File: src/rtl/board_io_frontend.sv
`default_nettype none
// ============================================================================
// Module      : board_io_frontend
// Description : Board I/O front end. Synchronises and debounces pushbuttons
//               (press/release pulses, optional auto-repeat), synchronises
//               slide switches and drives registered seven-segment digits
//               with leading-zero blanking.
// Revision    : 1.0 - initial release
// ============================================================================
module board_io_frontend #(
    parameter int NUM_KEYS        = 4,
    parameter int NUM_SW          = 10,
    parameter int DEBOUNCE_CYCLES = 500000,
    parameter int REPEAT_DELAY    = 25000000,
    parameter int REPEAT_PERIOD   = 5000000,
    parameter int NUM_DIGITS      = 6,
    parameter int BLANK_LEADING   = 1
) (
    input  logic                    clock50,
    input  logic                    reset_n,
    input  logic [NUM_KEYS-1:0]     key_n,
    input  logic [NUM_SW-1:0]       sw,
    input  logic [NUM_KEYS-1:0]     repeat_en,
    output logic [NUM_KEYS-1:0]     key_level,
    output logic [NUM_KEYS-1:0]     key_press,
    output logic [NUM_KEYS-1:0]     key_release,
    output logic [NUM_KEYS-1:0]     key_repeat,
    output logic [NUM_SW-1:0]       sw_sync,
    input  logic [4*NUM_DIGITS-1:0] disp_value,
    input  logic [NUM_DIGITS-1:0]   disp_blank,
    input  logic                    disp_load,
    output logic [7*NUM_DIGITS-1:0] hex_n
);

    localparam int c_DB_W     = ($clog2(DEBOUNCE_CYCLES) < 1) ? 1 : $clog2(DEBOUNCE_CYCLES);
    localparam int c_RPT_SPAN = (REPEAT_DELAY > REPEAT_PERIOD) ? REPEAT_DELAY : REPEAT_PERIOD;
    localparam int c_RPT_W    = ($clog2(c_RPT_SPAN) < 1) ? 1 : $clog2(c_RPT_SPAN);

    localparam logic [c_DB_W-1:0]  c_DB_LAST     = c_DB_W'(DEBOUNCE_CYCLES - 1);
    localparam logic [c_RPT_W-1:0] c_DELAY_LAST  = c_RPT_W'(REPEAT_DELAY - 1);
    localparam logic [c_RPT_W-1:0] c_PERIOD_LAST = c_RPT_W'(REPEAT_PERIOD - 1);

    localparam logic [1:0] S_IDLE  = 2'd0;
    localparam logic [1:0] S_DELAY = 2'd1;
    localparam logic [1:0] S_RPT   = 2'd2;

    // ------------------------------------------------------------------------
    // Two-flop synchronisers; keys idle high (released), switches idle low
    // ------------------------------------------------------------------------
    logic [NUM_KEYS-1:0] key_meta_q, key_sync_q;
    logic [NUM_SW-1:0]   sw_meta_q, sw_sync_q;

    // Synchroniser pipeline for all raw pins
    always_ff @(posedge clock50 or negedge reset_n) begin
        if (!reset_n) begin
            key_meta_q <= '1;
            key_sync_q <= '1;
            sw_meta_q  <= '0;
            sw_sync_q  <= '0;
        end else begin
            key_meta_q <= key_n;
            key_sync_q <= key_meta_q;
            sw_meta_q  <= sw;
            sw_sync_q  <= sw_meta_q;
        end
    end

    assign sw_sync = sw_sync_q;

    // ------------------------------------------------------------------------
    // Per-key debounce and auto-repeat
    // ------------------------------------------------------------------------
    for (genvar k = 0; k < NUM_KEYS; k++) begin : g_key
        logic [c_DB_W-1:0]  db_cnt_q, db_cnt_d;
        logic               stable_q, stable_d;     // raw-polarity: 1 = released
        logic               press_q, press_d;
        logic               release_q, release_d;
        logic [1:0]         state_q, state_d;
        logic [c_RPT_W-1:0] rpt_cnt_q, rpt_cnt_d;
        logic               cancel;
        logic               repeat_pulse;

        // Release or disabling repeat aborts the sequence and wins over a due pulse
        assign cancel = release_q | ~repeat_en[k];

        // Debounce: count consecutive disagreeing samples, flip when enough seen
        always_comb begin
            db_cnt_d  = '0;
            stable_d  = stable_q;
            press_d   = 1'b0;
            release_d = 1'b0;
            if (key_sync_q[k] != stable_q) begin
                if (db_cnt_q == c_DB_LAST) begin
                    stable_d  = key_sync_q[k];
                    press_d   = stable_q;
                    release_d = ~stable_q;
                end else begin
                    db_cnt_d = db_cnt_q + c_DB_W'(1);
                end
            end
        end

        // Repeat FSM next-state and counter
        always_comb begin
            state_d   = state_q;
            rpt_cnt_d = rpt_cnt_q;
            case (state_q)
                S_IDLE: begin
                    rpt_cnt_d = '0;
                    if (press_q && repeat_en[k]) begin
                        state_d = S_DELAY;
                    end
                end
                S_DELAY: begin
                    if (cancel) begin
                        state_d   = S_IDLE;
                        rpt_cnt_d = '0;
                    end else if (rpt_cnt_q == c_DELAY_LAST) begin
                        state_d   = S_RPT;
                        rpt_cnt_d = '0;
                    end else begin
                        rpt_cnt_d = rpt_cnt_q + c_RPT_W'(1);
                    end
                end
                S_RPT: begin
                    if (cancel) begin
                        state_d   = S_IDLE;
                        rpt_cnt_d = '0;
                    end else if (rpt_cnt_q == c_PERIOD_LAST) begin
                        rpt_cnt_d = '0;
                    end else begin
                        rpt_cnt_d = rpt_cnt_q + c_RPT_W'(1);
                    end
                end
                default: begin
                    state_d   = S_IDLE;
                    rpt_cnt_d = '0;
                end
            endcase
        end

        // Repeat FSM output: pulse on the terminal count unless cancelled
        always_comb begin
            repeat_pulse = 1'b0;
            case (state_q)
                S_DELAY: repeat_pulse = ~cancel && (rpt_cnt_q == c_DELAY_LAST);
                S_RPT:   repeat_pulse = ~cancel && (rpt_cnt_q == c_PERIOD_LAST);
                default: repeat_pulse = 1'b0;
            endcase
        end

        // Debounce and repeat state registers
        always_ff @(posedge clock50 or negedge reset_n) begin
            if (!reset_n) begin
                db_cnt_q  <= '0;
                stable_q  <= 1'b1;
                press_q   <= 1'b0;
                release_q <= 1'b0;
                state_q   <= S_IDLE;
                rpt_cnt_q <= '0;
            end else begin
                db_cnt_q  <= db_cnt_d;
                stable_q  <= stable_d;
                press_q   <= press_d;
                release_q <= release_d;
                state_q   <= state_d;
                rpt_cnt_q <= rpt_cnt_d;
            end
        end

        assign key_level[k]   = ~stable_q;
        assign key_press[k]   = press_q;
        assign key_release[k] = release_q;
        assign key_repeat[k]  = repeat_pulse;
    end

    // ------------------------------------------------------------------------
    // Seven-segment display
    // ------------------------------------------------------------------------
    logic [4*NUM_DIGITS-1:0] value_q, value_d;
    logic [NUM_DIGITS-1:0]   blank_q, blank_d;
    logic [7*NUM_DIGITS-1:0] hex_q, hex_d;
    logic                    lead_zero;

    function automatic logic [6:0] seg_encode(input logic [3:0] nib);
        case (nib)
            4'h0:    seg_encode = 7'b1000000;
            4'h1:    seg_encode = 7'b1111001;
            4'h2:    seg_encode = 7'b0100100;
            4'h3:    seg_encode = 7'b0110000;
            4'h4:    seg_encode = 7'b0011001;
            4'h5:    seg_encode = 7'b0010010;
            4'h6:    seg_encode = 7'b0000010;
            4'h7:    seg_encode = 7'b1111000;
            4'h8:    seg_encode = 7'b0000000;
            4'h9:    seg_encode = 7'b0010000;
            4'hA:    seg_encode = 7'b0001000;
            4'hB:    seg_encode = 7'b0000011;
            4'hC:    seg_encode = 7'b1000110;
            4'hD:    seg_encode = 7'b0100001;
            4'hE:    seg_encode = 7'b0000110;
            default: seg_encode = 7'b0001110;
        endcase
    endfunction

    // Capture the display value and blank mask on load
    always_comb begin
        value_d = disp_load ? disp_value : value_q;
        blank_d = disp_load ? disp_blank : blank_q;
    end

    // Encode digits from the top down so leading-zero status accumulates
    always_comb begin
        hex_d     = '1;
        lead_zero = 1'b1;
        for (int i = NUM_DIGITS - 1; i >= 0; i--) begin
            lead_zero = lead_zero && (value_q[4*i +: 4] == 4'h0);
            if (blank_q[i] || ((BLANK_LEADING != 0) && (i > 0) && lead_zero)) begin
                hex_d[7*i +: 7] = 7'h7F;
            end else begin
                hex_d[7*i +: 7] = seg_encode(value_q[4*i +: 4]);
            end
        end
    end

    // Display capture and segment output registers
    always_ff @(posedge clock50 or negedge reset_n) begin
        if (!reset_n) begin
            value_q <= '0;
            blank_q <= '1;
            hex_q   <= '1;
        end else begin
            value_q <= value_d;
            blank_q <= blank_d;
            hex_q   <= hex_d;
        end
    end

    assign hex_n = hex_q;

endmodule
`default_nettype wire

File: config.mk
export PLATFORM = sky130hd
export DESIGN_NAME = board_io_frontend
export DESIGN_NICKNAME = d
export VERILOG_FILES = /design/src/rtl/board_io_frontend.sv
export SDC_FILE = /design/constraint.sdc
export NUM_CORES = 1
export LEC_CHECK = 0
export CAP_MARGIN = 20
export CORE_MARGIN = 1
export CORE_UTILIZATION = 58
export DETAILED_ROUTE_END_ITERATION = 16
export PLACE_DENSITY = 0.82
export SETUP_SLACK_MARGIN = 0.1
export SYNTH_ARGS = -nofsm -noshare
export SYNTH_HDL_FRONTEND = slang
export SYNTH_SLANG_ARGS = --single-unit
File: constraint.sdc
create_clock -name clock50 -period 3.3 [get_ports clock50]
set_clock_uncertainty 0.15 [all_clocks]
set_input_delay 0.33 -clock clock50 [delete_from_list [all_inputs] [get_ports clock50]]
set_output_delay 0.33 -clock clock50 [all_outputs]
set_load 0.02 [all_outputs]
* Word level (Yosys, flattened, before mapping)
Memories as Yosys holds them, arrays and structs flattened. Cells that the tools add are included.
Storage, ports and cells: flip-flop bits (word level) 296, memory bits (read-only) 672, input bits 51, memories kept 6
Memories:
- (name not given) | depth 16, bits a word 7, rd ports 1, clocked after memory_dff 0, wr ports 0, RTL line 186 | case (nib)
- (name not given) | depth 16, bits a word 7, rd ports 1, clocked after memory_dff 0, wr ports 0, RTL line 186
- (name not given) | depth 16, bits a word 7, rd ports 1, clocked after memory_dff 0, wr ports 0, RTL line 186
- (name not given) | depth 16, bits a word 7, rd ports 1, clocked after memory_dff 0, wr ports 0, RTL line 186
- (name not given) | depth 16, bits a word 7, rd ports 1, clocked after memory_dff 0, wr ports 0, RTL line 186
- (name not given) | depth 16, bits a word 7, rd ports 1, clocked after memory_dff 0, wr ports 0, RTL line 186
Operators by class: add/sub/neg operators 8, equal/unequal tests 36, muxes and demuxes 74, bitwise operators 16, reductions and logical operators 38
Operators with widths (number):
- two-way mux 25 bit | 16
- one-hot mux 25 bit (2 select lines) | 4
- two-way mux 19 bit | 8
- adder 25 x 1 -> 25 bit (second input constant) | 4
- equality test 25 x 23 -> 1 bit (second input constant) | 4
- equality test 25 bit (second input constant) | 4
- adder 19 x 1 -> 19 bit (second input constant) | 4
- equality test 19 bit (second input constant) | 4
- two-way mux 7 bit | 6
- two-way mux 2 bit | 16
- one-hot mux 2 bit (3 select lines) | 4
- zero test 4 bit | 5
- logical AND 1 bit | 16
- two-way mux 1 bit | 16
- inequality test 2 bit (second input constant) | 8
- inequality test 3 bit (second input constant) | 4
- inverter 1 bit | 12
- AND reduction 3 bit | 4
- equality test 2 x 1 -> 1 bit (second input constant) | 4
- equality test 2 bit (second input constant) | 4
- zero test 2 bit | 4
- one-hot mux 1 bit (2 select lines) | 4
- AND reduction 2 bit | 4
- logical OR 1 bit | 5
- 2 further kinds | 8

* Logic depth before layout (Yosys ltp)
depth after elaboration 7, depth in mapped cells 7, depth with buffers taken out 7

* Worst setup path after synthesis
No wires, ideal clock.
path type register to output, from reg g_key[1].rpt_cnt_q[0], to out key_repeat[1], arrival time 2.244 ns, data required time 2.820 ns, setup slack 0.576 ns, cell stages (with the launch flop) 8, buffers on the path 1, path through dfrtp_1 ha_1 or4b_1 or4_4 nor4_4 a21oi_1 nor2_1 buf_4
Between the ends: longest elaborated chain between the ends 3
RTL lines:
- start, declared | RTL line 79 | logic [c_RPT_W-1:0] rpt_cnt_q, rpt_cnt_d;
- start signal, assigned | RTL line 167 | rpt_cnt_q <= rpt_cnt_d;
- equality test 25 x 23 -> 1 bit / equality test 25 bit (equally long branches) | RTL line 147, 146
- logical AND 1 bit (on tied branches) | RTL line 147, 146
- one-hot mux 1 bit (2 select lines) * | RTL line 145 | case (state_q)
- end, declared | RTL line 27 | output logic [NUM_KEYS-1:0] key_repeat,
Mark *: on every way between the ends. The rest lies on a longest branch, timed or not.

* Final worst setup path
from reg g_key[1].rpt_cnt_q[1], to out key_repeat[1]
Same word-level chain as after synthesis.

==> metrics.log <==
INFO  metric synth_top_area_cell = sky130_fd_sc_hd__dfrtp_1
INFO  metric final_antenna_net_count = 0
INFO  metric yosysWarningCount = 0
INFO  metric reg2regPathDepth = 6
INFO  metric final_core_utilization = 0.700
INFO  metric post_drt_via_cell_ratio = 5.56
INFO  metric timing.critical_path.cells = ha_1 > or4b_1 > or4_4 > nor4_4 > a21oi_1 > nor2_1 > buf_4
INFO  metric min_delay_startpoint = key_n[0]
INFO  metric final_worst_path_cycle_share = 0.944
INFO  metric clock_tree.buffer_depth = 3
INFO  metric crit_path_max_incr_delay = 0.59 ns
INFO  metric finalWorstPathRequiredPeriod = 3.11 ns
INFO  metric vdd_ir_drop_max = 0.415 mV
INFO  metric synth_async_sr_flop_share = 1.00
INFO  metric fmax = about 320 MHz
INFO  metric dominant_register_cell_in_the_synthesized_netlist = sky130_fd_sc_hd__dfrtp_1
INFO  metric most_used_cells_in_the_layout_excluding_fill_and_tap_cells = sky130_fd_sc_hd__nor2_1 (238), sky130_fd_sc_hd__dfrtp_1 (236), sky130_fd_sc_hd__nand2_1 (145), sky130_fd_sc_hd__clkdlybuf4s50_1 (113), sky130_fd_sc_hd__xor2_1 (108)
INFO  metric synth_top_area_frac = 0.412
INFO  metric root_buffer_selected_by_cts = sky130_fd_sc_hd__clkbuf_16
INFO  metric synth_area = between 0.01 and 0.015 sq mm
INFO  metric cts_tree = yes
INFO  metric core-area = between 0.02 and 0.025 sq mm
INFO  metric synth_top_cells_by_area = sky130_fd_sc_hd__dfrtp_1 (41%), sky130_fd_sc_hd__dfstp_2 (11%), sky130_fd_sc_hd__xor2_1 (6.6%), sky130_fd_sc_hd__nor2_1 (6.2%), sky130_fd_sc_hd__ha_1 (4.7%)
INFO  metric timing.setup.tns = 0 ns
INFO  metric worstSetupStartpoint = g_key[1].rpt_cnt_q[1]
INFO  metric rsz0062_at_grt = yes
INFO  metric total_power = 8.46 mW
INFO  metric detail_route.iter0.violations = 663
INFO  metric overflow = 0
INFO  metric synth_fp_nets = about 1500
INFO  metric cts_sinks = 296
INFO  metric max-slew-margin-rel = 0.393
INFO  metric ys_seq_area_frac = 0.522
INFO  metric wl_per_cell = 15.1 microns
INFO  metric hold_violations = 0
INFO  metric worst-endpoint-required = about 2.8 ns
INFO  metric setup-violations-final = 0
INFO  metric globalplace.congestion = around 0.86
INFO  metric timing.critical_path.arrival = 2.63 ns
INFO  metric vias = 10500
INFO  metric hold_depth = 1
INFO  metric synth_area_per_cell = 10.1 sq um
INFO  metric timing.rr.start = g_key[1].rpt_cnt_q[1]
INFO  metric totalWireLength = 28500 microns
INFO  metric startpoint_type = register
INFO  metric worst_setup_slack_post_dpl = 0.0780 ns
INFO  metric hold_path_end = key_meta_q[0]
INFO  metric drc = 0
INFO  metric number_of_enable_type_register_cells_in_the_synthesized_netlist = 0
INFO  metric pin_count_of_the_biggest_net_entering_global_routing = 92
INFO  metric setup.reg_to_reg.worst_slack = between 0.4 and 0.5 ns
INFO  metric number_of_synthesized_register_bits = around 300
INFO  metric synthDistinctLibCells = 64
INFO  metric report.final.slew_viol_count = 0
INFO  metric result_of_the_run = complete, no violations
INFO  metric vertical_extent_of_the_die = 159 microns
INFO  metric worst_slew_pin_slew = around 0.9 ns
INFO  metric crit_type = register to primary output
INFO  metric crit-reg2reg-capture = g_key[1].rpt_cnt_q[15]
INFO  metric initial_standard_cell_utilization_of_the_core = 0.591
INFO  metric numnets_final = 1646
INFO  metric post-route-worst-setup-slack = 0.186 ns
INFO  metric die_area = roughly 0.025 sq mm
INFO  metric cts_max_level = 1
INFO  metric global_route_wire_length_before_repair = 49700 microns
INFO  metric dpl.hpwl = 18700 microns
INFO  metric drt_pre_antenna_iters = 5
INFO  metric timing.hold.ws = 0.0315 ns
INFO  metric area_growth_syn_to_layout = 18.4%
INFO  metric first_global_vias = approximately 10000
INFO  metric worst_setup_path_end_kind = primary output
INFO  metric clock_latency = 0.55 ns
INFO  metric hold_path.class = input pin to register
INFO  metric floorplan.die.width = 159 microns
INFO  metric cts_inserted_buffers = 31
INFO  metric timing.max_cap.violations = 0
INFO  metric grt.total_usage = 0.233
INFO  metric slowest_stage = sky130_fd_sc_hd__or4_4
INFO  metric grt_antenna_before_repair = 0
INFO  metric place.port_buffers = 118
INFO  metric layout_commonest_cell = sky130_fd_sc_hd__nor2_1
INFO  metric crit_fanout = 4
INFO  metric worst-path-buf-inv = 1
INFO  metric diodes = 0
INFO  metric path_clk_slew = ~0.06 ns
INFO  metric row_count = 57
INFO  metric leakage_component_of_the_power = 7.04 nW
INFO  metric cp_top_family = simple AND/OR/NAND/NOR gates
INFO  metric ratio_of_total_power_to_cell_area = 498 mW/mm^2
INFO  metric drive_gt1_frac = 0.110
INFO  metric top_level_ports = between 100 and 150
INFO  metric post_synth_inst_count = 1420
[cells by family after synthesis]
group | Yosys count | synth area share
and+or+nand+nor | 656 | 0.221
DFF | 296 | 0.522
xor gates and xnor gates | 164 | 0.100
AOI/OAI and AO/OA | 121 | 0.0566
buffers and inverters | 104 | 0.0321
adders and majority gates | 54 | 0.0472
muxes | 25 | 0.0203
[what timing repair did]
item,in CTS,in global routing
buffers inserted,2,2
resized for setup,14,6
hold buffers,1,0
endpoints found under the hold margin,70,0
setup endpoints to repair,4,4
pin swaps,2,2
[per-layer routing]
metal,routed length (microns),vias to the layer above,track usage
met5,0,-,0
met4,475,0,0.0520
met3,1460,37,0.0456
met2,13700,242,0.386
met1,12900,5155,0.320
li1,-,5075,-
[worst max-delay path by stage]
stage                    end  slack (ns)  depth (start not counted)
6_report       key_repeat[1]        0.19                          7
5_1_grt        key_repeat[0]        0.05                          7
4_1_cts        key_repeat[3]        0.11                          6
3_5_place_dp   key_repeat[1]        0.08                          7
3_3_place_gp   key_repeat[1]        0.12                          7
2_1_floorplan  key_repeat[1]        0.58                          7
[stage by stage]
stage | area (sq um) | cells
after detailed placement | 15800 | 1827
after CTS | 17000 | 1887
after global placement | 15800 | 1827
after floorplan | 14300 | 1420
final | 17000 | 1889
after global routing | 17000 | 1889
[worst reg2reg max path, cell delays in order, from the launching register on]
cell and delay, ns:
sky130_fd_sc_hd__dfrtp_1 0.35, sky130_fd_sc_hd__ha_1 0.16, sky130_fd_sc_hd__or4b_1 0.43, sky130_fd_sc_hd__or4_4 0.59, sky130_fd_sc_hd__o41ai_2 0.37, sky130_fd_sc_hd__a21o_2 0.49, sky130_fd_sc_hd__nor2_1 0.12
[synth_stat cells, drive strengths merged (3+ instances only)]
master / count
or4: 8
xor2: 108
or2: 5
o211ai: 11
and4: 11
a21o: 4
and2: 7
inv: 57
nand4b: 3
ha: 54
nor2: 238
nand3b: 6
or4b: 4
a31oi: 3
and3: 22
dfstp: 60
xnor2: 56
nand2b: 8
nor3b: 5
clkbuf: 27
nand2: 145
nand4: 51
nor3: 28
or3: 3
nor4b: 3
a32oi: 5
a21oi: 16
dfrtp: 236
mux2i: 5
o311ai: 19
buf: 20
a22oi: 5
nand3: 71
nor4: 20
o21ai: 45
mux2: 19
nor2b: 10
[layout make-up]
type	count	area, sq um
clock buffers	42	877
inverters	57	214
repair buffers	135	1340
flip-flops and latches	296	7480
fillers	1767	7280
well taps	324	405
multi-input cells	1020	6410
clock inverters	15	240
[where the power goes]
group,switching [mW],internal (mW),leakage [nW]
Combinational,0.422,0.339,2.67
Sequential,0.115,3.84,3.83
Clock,1.42,2.33,0.541
Total,1.96,6.50,7.04
[sequential cells by signal, indices dropped and copies added, names as in the netlist, 6 cells and up]
name,flops
value_q,24
g_key.state_q,8
sw_meta_q,10
g_key.rpt_cnt_q,100
blank_q,6
g_key.db_cnt_q,76
sw_sync,10
hex_n,42
Note: power is estimated with default switching activity, not from simulation.
